$ cat config.mk
export PLATFORM = sky130hd
export DESIGN_NAME = pc_update_unit
export DESIGN_NICKNAME = d
export VERILOG_FILES = /design/src/rtl/pc_update_unit_pkg.sv /design/src/rtl/pc_update_unit_pc_src_mux.sv /design/src/rtl/pc_update_unit.sv
export SDC_FILE = /design/constraint.sdc
export NUM_CORES = 1
export LEC_CHECK = 0
export ABC_AREA = 1
export CAP_MARGIN = 20
export CORE_AREA = 2 2 117 119
export DETAILED_ROUTE_END_ITERATION = 8
export DIE_AREA = 0 0 119 121
export PLACE_DENSITY = 0.79
export SLEW_MARGIN = 25
export SYNTH_ARGS = -nofsm -noshare
export SYNTH_HDL_FRONTEND = slang
export SYNTH_SLANG_ARGS = --single-unit
$ cat constraint.sdc
create_clock -name clk -period 3.5 [get_ports clk]
set_input_delay 0.35 -clock clk [delete_from_list [all_inputs] [get_ports clk]]
set_output_delay 0.35 -clock clk [all_outputs]
set_load 0.01 [all_outputs]
$ cat src/rtl/pc_update_unit_pkg.sv
// Shared selector constants and FSM state encodings for the PC update block.
package pc_defs;

  localparam logic [2:0] PC_SRC_SEQ    = 3'd0;
  localparam logic [2:0] PC_SRC_BRANCH = 3'd1;
  localparam logic [2:0] PC_SRC_JUMP   = 3'd2;
  localparam logic [2:0] PC_SRC_JR     = 3'd3;
  localparam logic [2:0] PC_SRC_EXC    = 3'd4;

  localparam logic [0:0] RUN   = 1'b0;
  localparam logic [0:0] FLUSH = 1'b1;

endpackage

$ cat src/rtl/pc_update_unit_pc_src_mux.sv
// Combinational N:1 next-PC source mux; flags selectors beyond NUM_SRC as invalid.
module pc_src_mux #(
  parameter int unsigned WIDTH   = 32,
  parameter int unsigned NUM_SRC = 5,
  parameter int unsigned SEL_W   = 3
) (
  input  logic [NUM_SRC*WIDTH-1:0] src_flat,
  input  logic [SEL_W-1:0]         sel,
  output logic [WIDTH-1:0]         target,
  output logic                     sel_valid
);

  always_comb begin
    target = '0;
    for (int unsigned k = 0; k < NUM_SRC; k++) begin
      if (32'(sel) == k) target = src_flat[k*WIDTH +: WIDTH];
    end
  end

  assign sel_valid = (32'(sel) < NUM_SRC);

endmodule

$ cat src/rtl/pc_update_unit.sv
// PC register with next-PC selection, load qualification and post-redirect flush window.
// Optional target alignment check enabled by defining PC_ALIGN_CHECK_EN.
module pc_update_unit
  import pc_defs::*;
#(
  parameter int unsigned      WIDTH     = 32,
  parameter int unsigned      NUM_SRC   = 5,
  parameter int unsigned      SEL_W     = 3,
  parameter logic [WIDTH-1:0] RESET_PC  = '0,
  parameter int unsigned      FLUSH_CYC = 2
) (
  input  logic                     clk,
  input  logic                     reset,
  input  logic [NUM_SRC*WIDTH-1:0] src_flat,
  input  logic [SEL_W-1:0]         sel,
  input  logic                     pc_write,
  input  logic                     pc_write_cond,
  input  logic                     cond_true,
  input  logic                     stall,
  output logic [WIDTH-1:0]         pc,
  output logic [WIDTH-1:0]         pc_prev,
  output logic                     flush,
  output logic                     sel_err,
  output logic                     align_err
);

  localparam logic [3:0] CNT_INIT = 4'(FLUSH_CYC - 1);

  logic [WIDTH-1:0] target;
  logic             sel_valid;
  logic             load_req;
  logic             misaligned;
  logic             accept;
  logic             redirect;
  logic [0:0]       state;
  logic [3:0]       cnt;

  pc_src_mux #(
    .WIDTH  (WIDTH),
    .NUM_SRC(NUM_SRC),
    .SEL_W  (SEL_W)
  ) u_src_mux (
    .src_flat (src_flat),
    .sel      (sel),
    .target   (target),
    .sel_valid(sel_valid)
  );

  assign load_req = !stall && (pc_write || (pc_write_cond && cond_true));

`ifdef PC_ALIGN_CHECK_EN
  assign misaligned = (target[1:0] != 2'b00);
`else
  assign misaligned = 1'b0;
`endif

  // Out-of-range selects and misaligned targets both veto the load entirely.
  assign accept   = load_req && sel_valid && !misaligned;
  assign redirect = accept && (sel != '0);

  always_ff @(posedge clk or posedge reset) begin
    if (reset) begin
      pc      <= RESET_PC;
      pc_prev <= RESET_PC;
    end else if (accept) begin
      pc      <= target;
      pc_prev <= pc;
    end
  end

  always_ff @(posedge clk or posedge reset) begin
    if (reset) begin
      sel_err <= 1'b0;
    end else if (load_req && !sel_valid) begin
      sel_err <= 1'b1;
    end
  end

`ifdef PC_ALIGN_CHECK_EN
  always_ff @(posedge clk or posedge reset) begin
    if (reset) begin
      align_err <= 1'b0;
    end else begin
      align_err <= load_req && sel_valid && misaligned;
    end
  end
`else
  assign align_err = 1'b0;
`endif

  // A redirect always (re)opens the window, so FLUSH never needs its own reload path.
  always_ff @(posedge clk or posedge reset) begin
    if (reset) begin
      state <= RUN;
      cnt   <= '0;
    end else if (redirect) begin
      state <= FLUSH;
      cnt   <= CNT_INIT;
    end else if (state == FLUSH) begin
      if (cnt == '0) begin
        state <= RUN;
      end else begin
        cnt <= cnt - 4'd1;
      end
    end
  end

  assign flush = (state == FLUSH);

endmodule

### Word-level counts from Yosys, hierarchy flattened

Index checks and enable logic that the tools add are counted.

* muxes and demuxes: 11
* magnitude comparators: 1
* add/subtract/negate cells: 1
* eq/ne operators: 5
* reduce and logical (&&, ||, !) cells: 13

Operators by type and width (number)
* 32-bit 2-to-1 mux: 5
* 4-bit 2-to-1 mux: 3
* 3-bit by 2-bit equality test with 1-bit output (second input constant): 2
* 1-bit logical AND: 5
* 4-bit zero test: 1
* 4-bit by 1-bit subtractor with 4-bit output (second input constant): 1
* 3-bit by 1-bit equality test with 1-bit output (second input constant): 1
* 3-bit equality test (second input constant): 1
* 3-bit zero test: 1
* 3-bit less-than comparator (second input constant): 1
* 1-bit 2-to-1 mux: 3
* 3-bit nonzero test: 1
* 1-bit zero test: 2
* 2-bit inequality test (second input constant): 1
* 2-bit AND reduction: 1
* 2-bit nonzero test: 1
* 1-bit logical OR: 1

* input bits: 169
* word-level logic and storage cells: 36
* register bits: 70
* output and inout bits: 67

### Logic depth before layout (Yosys ltp)

* word-level depth: 7
* mapped depth: 9
* gate-level depth less buffers: 8

### Modules after synthesis

From an unflattened synthesis, not the netlist that was laid out.

* cell total of the unflattened synthesis: 607
* area, all modules: 4196.5 um2

By module, submodules not included
* pc_update_unit: times used 1, area an instance 2776.4 um2, sequential area each 1751.7 um2, cells each 285
* pc_src_mux: times used 1, area an instance 1420.1 um2, sequential area each 0.0 um2, cells each 322

### Worst setup path before layout

Ideal clock, no wire load.

* path type: input-to-reg
* start: input port sel[1]
* end: register pc[1]
* data arrival time: 1.110 ns
* data required time: 3.384 ns
* stages: 7
* setup slack: 2.273 ns
* buffers on the path: 1
* library setup time: 0.116 ns
* cells stage by stage: nor2_2 > nand2_2 > clkbuf_1 > nor2_1 > nor2_1 > nand2_1 > nand2_1

* longest elaborated chain between the ends: 6
* elaborated cells between the ends (all ways): 12
* classes of those cells: order compare (1); eq/ne (4); mux (5); reduce/logical (2)

Ends and longest elaborated chain
* start: declaration: RTL line pc_update_unit.sv:15 `input logic [SEL_W-1:0] sel,`
* 3-bit zero test: RTL line pc_update_unit_pc_src_mux.sv:16 `if (32'(sel) == k) target = src_flat[k*WIDTH +: WIDTH];`
* 32-bit 2-to-1 mux (5 in a row): RTL line pc_update_unit_pc_src_mux.sv:16
* end signal: assignment: RTL line pc_update_unit.sv:66 `pc <= target;`
* end: declaration: RTL line pc_update_unit.sv:20 `output logic [WIDTH-1:0] pc,`

Parallel ways exist; a longest one is shown, timed or not.
A chain may end at the register's enable or synchronous reset.

### Worst setup path in the final report

* start: input port sel[2]
* end: register pc[6]

The elaborated chain is that of the path after synthesis.

==> impl_table.tex <==
\begin{tabular}{lr}
\hline
Metric & Value \\
\hline
\multicolumn{2}{l}{\textbf{Yosys}} \\
\quad Count of different cell masters after synthesis & 19 \\
\quad Largest family of logic cells by synthesized area & simple AND/OR/NAND/NOR gates \\
\quad Fraction of the mapped netlist area in simple logic gates & 0.427 \\
\quad Share of synthesized cell area in full adder, half adder and majority cells & 0.00278 \\
\quad Number of register bits inferred by synthesis & 70 \\
\quad Biggest area contributors in the synthesized netlist & sky130\_fd\_sc\_hd\_\_dfrtp\_1, sky130\_fd\_sc\_hd\_\_nand2\_1, sky130\_fd\_sc\_hd\_\_nand4\_1, sky130\_fd\_sc\_hd\_\_nor2\_1, sky130\_fd\_sc\_hd\_\_inv\_1 \\
\quad Area of the mapped netlist & 0.00450 mm\^{}2 \\
\quad Syn Area/Cell & 6.52 um\^{}2 \\
\quad Gate count after technology mapping & 691 \\
\quad Xor/xnor share of the synthesized area & 0 \\
\quad Number of warnings reported in the yosys synthesis log & 0 \\
\quad Post-synthesis cell type with the largest combined area & sky130\_fd\_sc\_hd\_\_dfrtp\_1 \\
\quad Sequential element share of the synthesized area & 0.389 \\
\quad Synthesized net count & 861 \\
\quad Compound-Gate Fraction of Synth Area & 0.0539 \\
\quad Post-synth top area share & 0.389 \\
\quad Post-synthesis mux area share & 0 \\
\multicolumn{2}{l}{\textbf{Setup path}} \\
\quad Data required, critical path & 3.72 ns \\
\quad Critical Path Start Type & primary input \\
\quad Origin of the critical flop-to-flop path & cnt[0] \\
\quad Terminus of the critical flop-to-flop path & cnt[3] \\
\quad Arrival time reported for the critical path endpoint & 2.50 ns \\
\quad Worst-path fanout max & 88 \\
\quad Category of the worst setup path capture point & flip-flop \\
\quad Logic depth of the worst register-to-register path & 8 \\
\quad Kind of critical path & primary input to flip-flop \\
\quad Register-to-register path setup slack & 2.20 ns \\
\multicolumn{2}{l}{\textbf{Job}} \\
\quad Maximum capacitance violations & 0 \\
\multicolumn{2}{l}{\textbf{Place}} \\
\quad Routability Congestion & 0.835 \\
\quad HPWL after DPL & 11,400 um \\
\quad Cell Area, Placed & 0.00691 mm\^{}2 \\
\quad Port Buffers & 234 \\
\quad Placed cell count & 1,060 \\
\multicolumn{2}{l}{\textbf{STA}} \\
\quad Time the final worst path needs with I/O delays and setup & 2.28 ns \\
\quad Fin Hold WS & 0.305 ns \\
\quad Setup Total Neg Slack & 0 ns \\
\quad Fin. max-slew vios & 0 \\
\quad Worst-Margin Slew & 0.852 ns \\
\quad Headroom to the max-slew limit & 0.432 \\
\quad Setup skew after layout & 0.00717 ns \\
\quad Unrepaired setup endpoints after global routing & false \\
\quad Maximum clock rate & 439 MHz \\
\quad Fin crit share & 0.651 \\
\quad Hold Fails Final Rpt & 0 \\
\quad Final Setup Violations & 0 \\
\multicolumn{2}{l}{\textbf{Clock tree}} \\
\quad Number of buffers inserted during clock tree synthesis & 9 \\
\quad Cells resized by post-CTS repair & 0 \\
\quad Clk slew on worst S/H paths & 0.05 ns \\
\quad Buffers inserted during post-CTS setup optimization & 0 \\
\quad Worst skew pair latency & 0.34 ns \\
\quad Root Buffer Master & sky130\_fd\_sc\_hd\_\_clkbuf\_16 \\
\quad Max H-tree Level & 3 \\
\quad CTS sink cnt & 70 \\
\quad Count of hold-fix buffers inserted at cts & 0 \\
\quad Worst-case clock buffer depth & 2 \\
\quad Clock tree from TritonCTS & yes \\
\multicolumn{2}{l}{\textbf{Global routing}} \\
\quad Global-route total usage across every layer & 0.231 \\
\quad Global-route wire length before repair & 26,000 um \\
\quad Via count of the first global-routing pass & 4,876 \\
\quad Number of antenna violations at the first check in global routing & 1 \\
\quad Maximum number of pins on one net before global-route repair & 89 \\
\quad Gr ovfl total & 0 \\
\multicolumn{2}{l}{\textbf{Pwr}} \\
\quad Switching power summed over all nets & 0.968 mW \\
\quad Leakage power summed over all cells & 3.57 nW \\
\quad Overall power of the completed layout & 3.24 mW \\
\quad Combinational cell fraction of total power & 0.323 \\
\quad Sequential share of power & 0.344 \\
\quad Internal cell power & 2.27 mW \\
\quad Maximum vdd ir drop & 0.000244 V \\
\quad Total power density per cell area & 446 mW/mm\^{}2 \\
\quad Proportion of power drawn by the clock network & 0.334 \\
\quad Sw Ratio & 0.299 \\
\multicolumn{2}{l}{\textbf{Routing}} \\
\quad Wire length reported by the detailed router & 16,400 um \\
\quad First-pass iteration count of the detailed router & 4 \\
\quad Via count & 5,211 \\
\quad Initial detailed-routing violation count & 400 \\
\quad DR DRC count & 0 \\
\quad WL per Instance & 15.2 um \\
\quad Vias per std cell & 4.84 \\
\quad Remaining number of nets flagged by the antenna check after routing & 0 \\
\multicolumn{2}{l}{\textbf{Die}} \\
\quad Number of top-level pins & 236 \\
\quad Number of standard-cell rows in the floorplan & 42 \\
\quad Overall die width & 119 um \\
\quad Initial Util & 0.344 \\
\quad Core ar. & 0.0131 mm\^{}2 \\
\quad Vertical extent of the die & 121 um \\
\quad Die Area & 0.0144 mm\^{}2 \\
\multicolumn{2}{l}{\textbf{Layout}} \\
\quad Fraction of final layout cells with drive strength greater than 1 & 0.0422 \\
\quad Sequential standard cell area & 0.00175 mm\^{}2 \\
\quad Leading cell type in the layout, fill and taps excluded & sky130\_fd\_sc\_hd\_\_clkdlybuf4s50\_1 \\
\quad Non-filler instance count after layout & 1,077 \\
\quad Post-synthesis to final-layout area growth & 61.2\% \\
\quad Total area of multi-input combinational cells & 0.00220 mm\^{}2 \\
\quad Fill count & 1,215 \\
\quad Design Area, Final & 0.00726 mm\^{}2 \\
\quad Final nets & 1,065 \\
\quad Commonest cells after routing, fill and taps aside & sky130\_fd\_sc\_hd\_\_clkdlybuf4s50\_1, sky130\_fd\_sc\_hd\_\_nand2\_1, sky130\_fd\_sc\_hd\_\_nor2\_1 \\
\multicolumn{2}{l}{\textbf{Outcome}} \\
\quad Run status & finished clean \\
\multicolumn{2}{l}{\textbf{Min path}} \\
\quad Hold Crit Class & primary input to asynchronous set/reset pin \\
\hline
\end{tabular}
[state kept, by name (all words and copies together) (netlist names)]
signal,count
pc,32
pc_prev,32
cnt,4
flush,1
sel_err,1
[critical path: stages]
cell and delay (ns):
sky130_fd_sc_hd__clkdlybuf4s50_1 0.53, sky130_fd_sc_hd__nand2_1 0.14, sky130_fd_sc_hd__nand3_4 0.07, sky130_fd_sc_hd__buf_4 0.65, sky130_fd_sc_hd__buf_4 0.48, sky130_fd_sc_hd__nor2_1 0.08
sky130_fd_sc_hd__o21ai_1 0.10, sky130_fd_sc_hd__nand2_1 0.07
[worst max-delay path by stage]
stage               endpoint   start  slack (ns)  cells after the start
global placement       pc[4]  sel[2]        0.92                      8
finish                 pc[6]  sel[2]        1.22                      8
detailed placement     pc[6]  sel[2]        0.85                      8
global route          pc[16]  sel[2]        0.99                      8
floorplan             cnt[0]   reset        1.38                      1
CTS                    pc[6]  sel[2]        1.21                      8
[power groups by stage]
| stage | Sequential [mW] | Combinational, mW | Clock [mW] |
|---|---|---|---|
| 4_1_cts | 1.11 | 1.06 | 1.11 |
| 5_1_grt | 1.14 | 1.16 | 1.14 |
| 6_report | 1.11 | 1.04 | 1.08 |
| 2_1_floorplan | 1.17 | 0.384 | 0 |
| 3_5_place_dp | 1.13 | 1.05 | 0 |
| 3_3_place_gp | 1.12 | 1.04 | 0 |
[per-layer routing]
layer / GRT usage / routed length, um
met5: 0 / 0
met1: 0.293 / 7200
met4: 0.0699 / 226
met3: 0.0620 / 1420
met2: 0.385 / 7530
[area by class of cell]
type                            count  area share
Inverter                           80      0.0417
Clock buffer                       10      0.0329
Multi-Input combinational cell    488       0.303
Timing Repair Buffer              246       0.335
Antenna cell                        1    0.000345
Tap cell                          176      0.0303
Clock inverter                      6      0.0150
Sequential cell                    70       0.241
[Yosys cell counts]
cell                       number
sky130_fd_sc_hd__o21ai_1       29
sky130_fd_sc_hd__buf_2         44
sky130_fd_sc_hd__nand2_1      200
sky130_fd_sc_hd__nand4_1       79
sky130_fd_sc_hd__clkbuf_1       5
sky130_fd_sc_hd__nand3_4        1
sky130_fd_sc_hd__ha_1           1
sky130_fd_sc_hd__nor2_2         1
sky130_fd_sc_hd__nor2_1       106
sky130_fd_sc_hd__o21bai_1       1
sky130_fd_sc_hd__nand2_2        1
sky130_fd_sc_hd__conb_1         1
sky130_fd_sc_hd__buf_4          4
sky130_fd_sc_hd__dfrtp_1       70
sky130_fd_sc_hd__a21oi_1        1
sky130_fd_sc_hd__inv_2          3
sky130_fd_sc_hd__inv_1         77
sky130_fd_sc_hd__nand3_1       50
sky130_fd_sc_hd__o21ai_0       17
[cell families after synthesis]
kind of cell,Yosys count
adders and majority gates,1
and+or+nand+nor,438
buffers and inverters,133
other,1
DFF,70
AOI/OAI and AO/OA,48
[stage by stage]
stage	utilization	setup slack, ns
CTS	0.555	1.21
detailed placement	0.528	0.854
floorplan	-	1.38
finish	0.555	1.22
global placement	0.528	0.923
global route	0.555	0.993
Note: power is estimated with default switching activity, not from simulation.
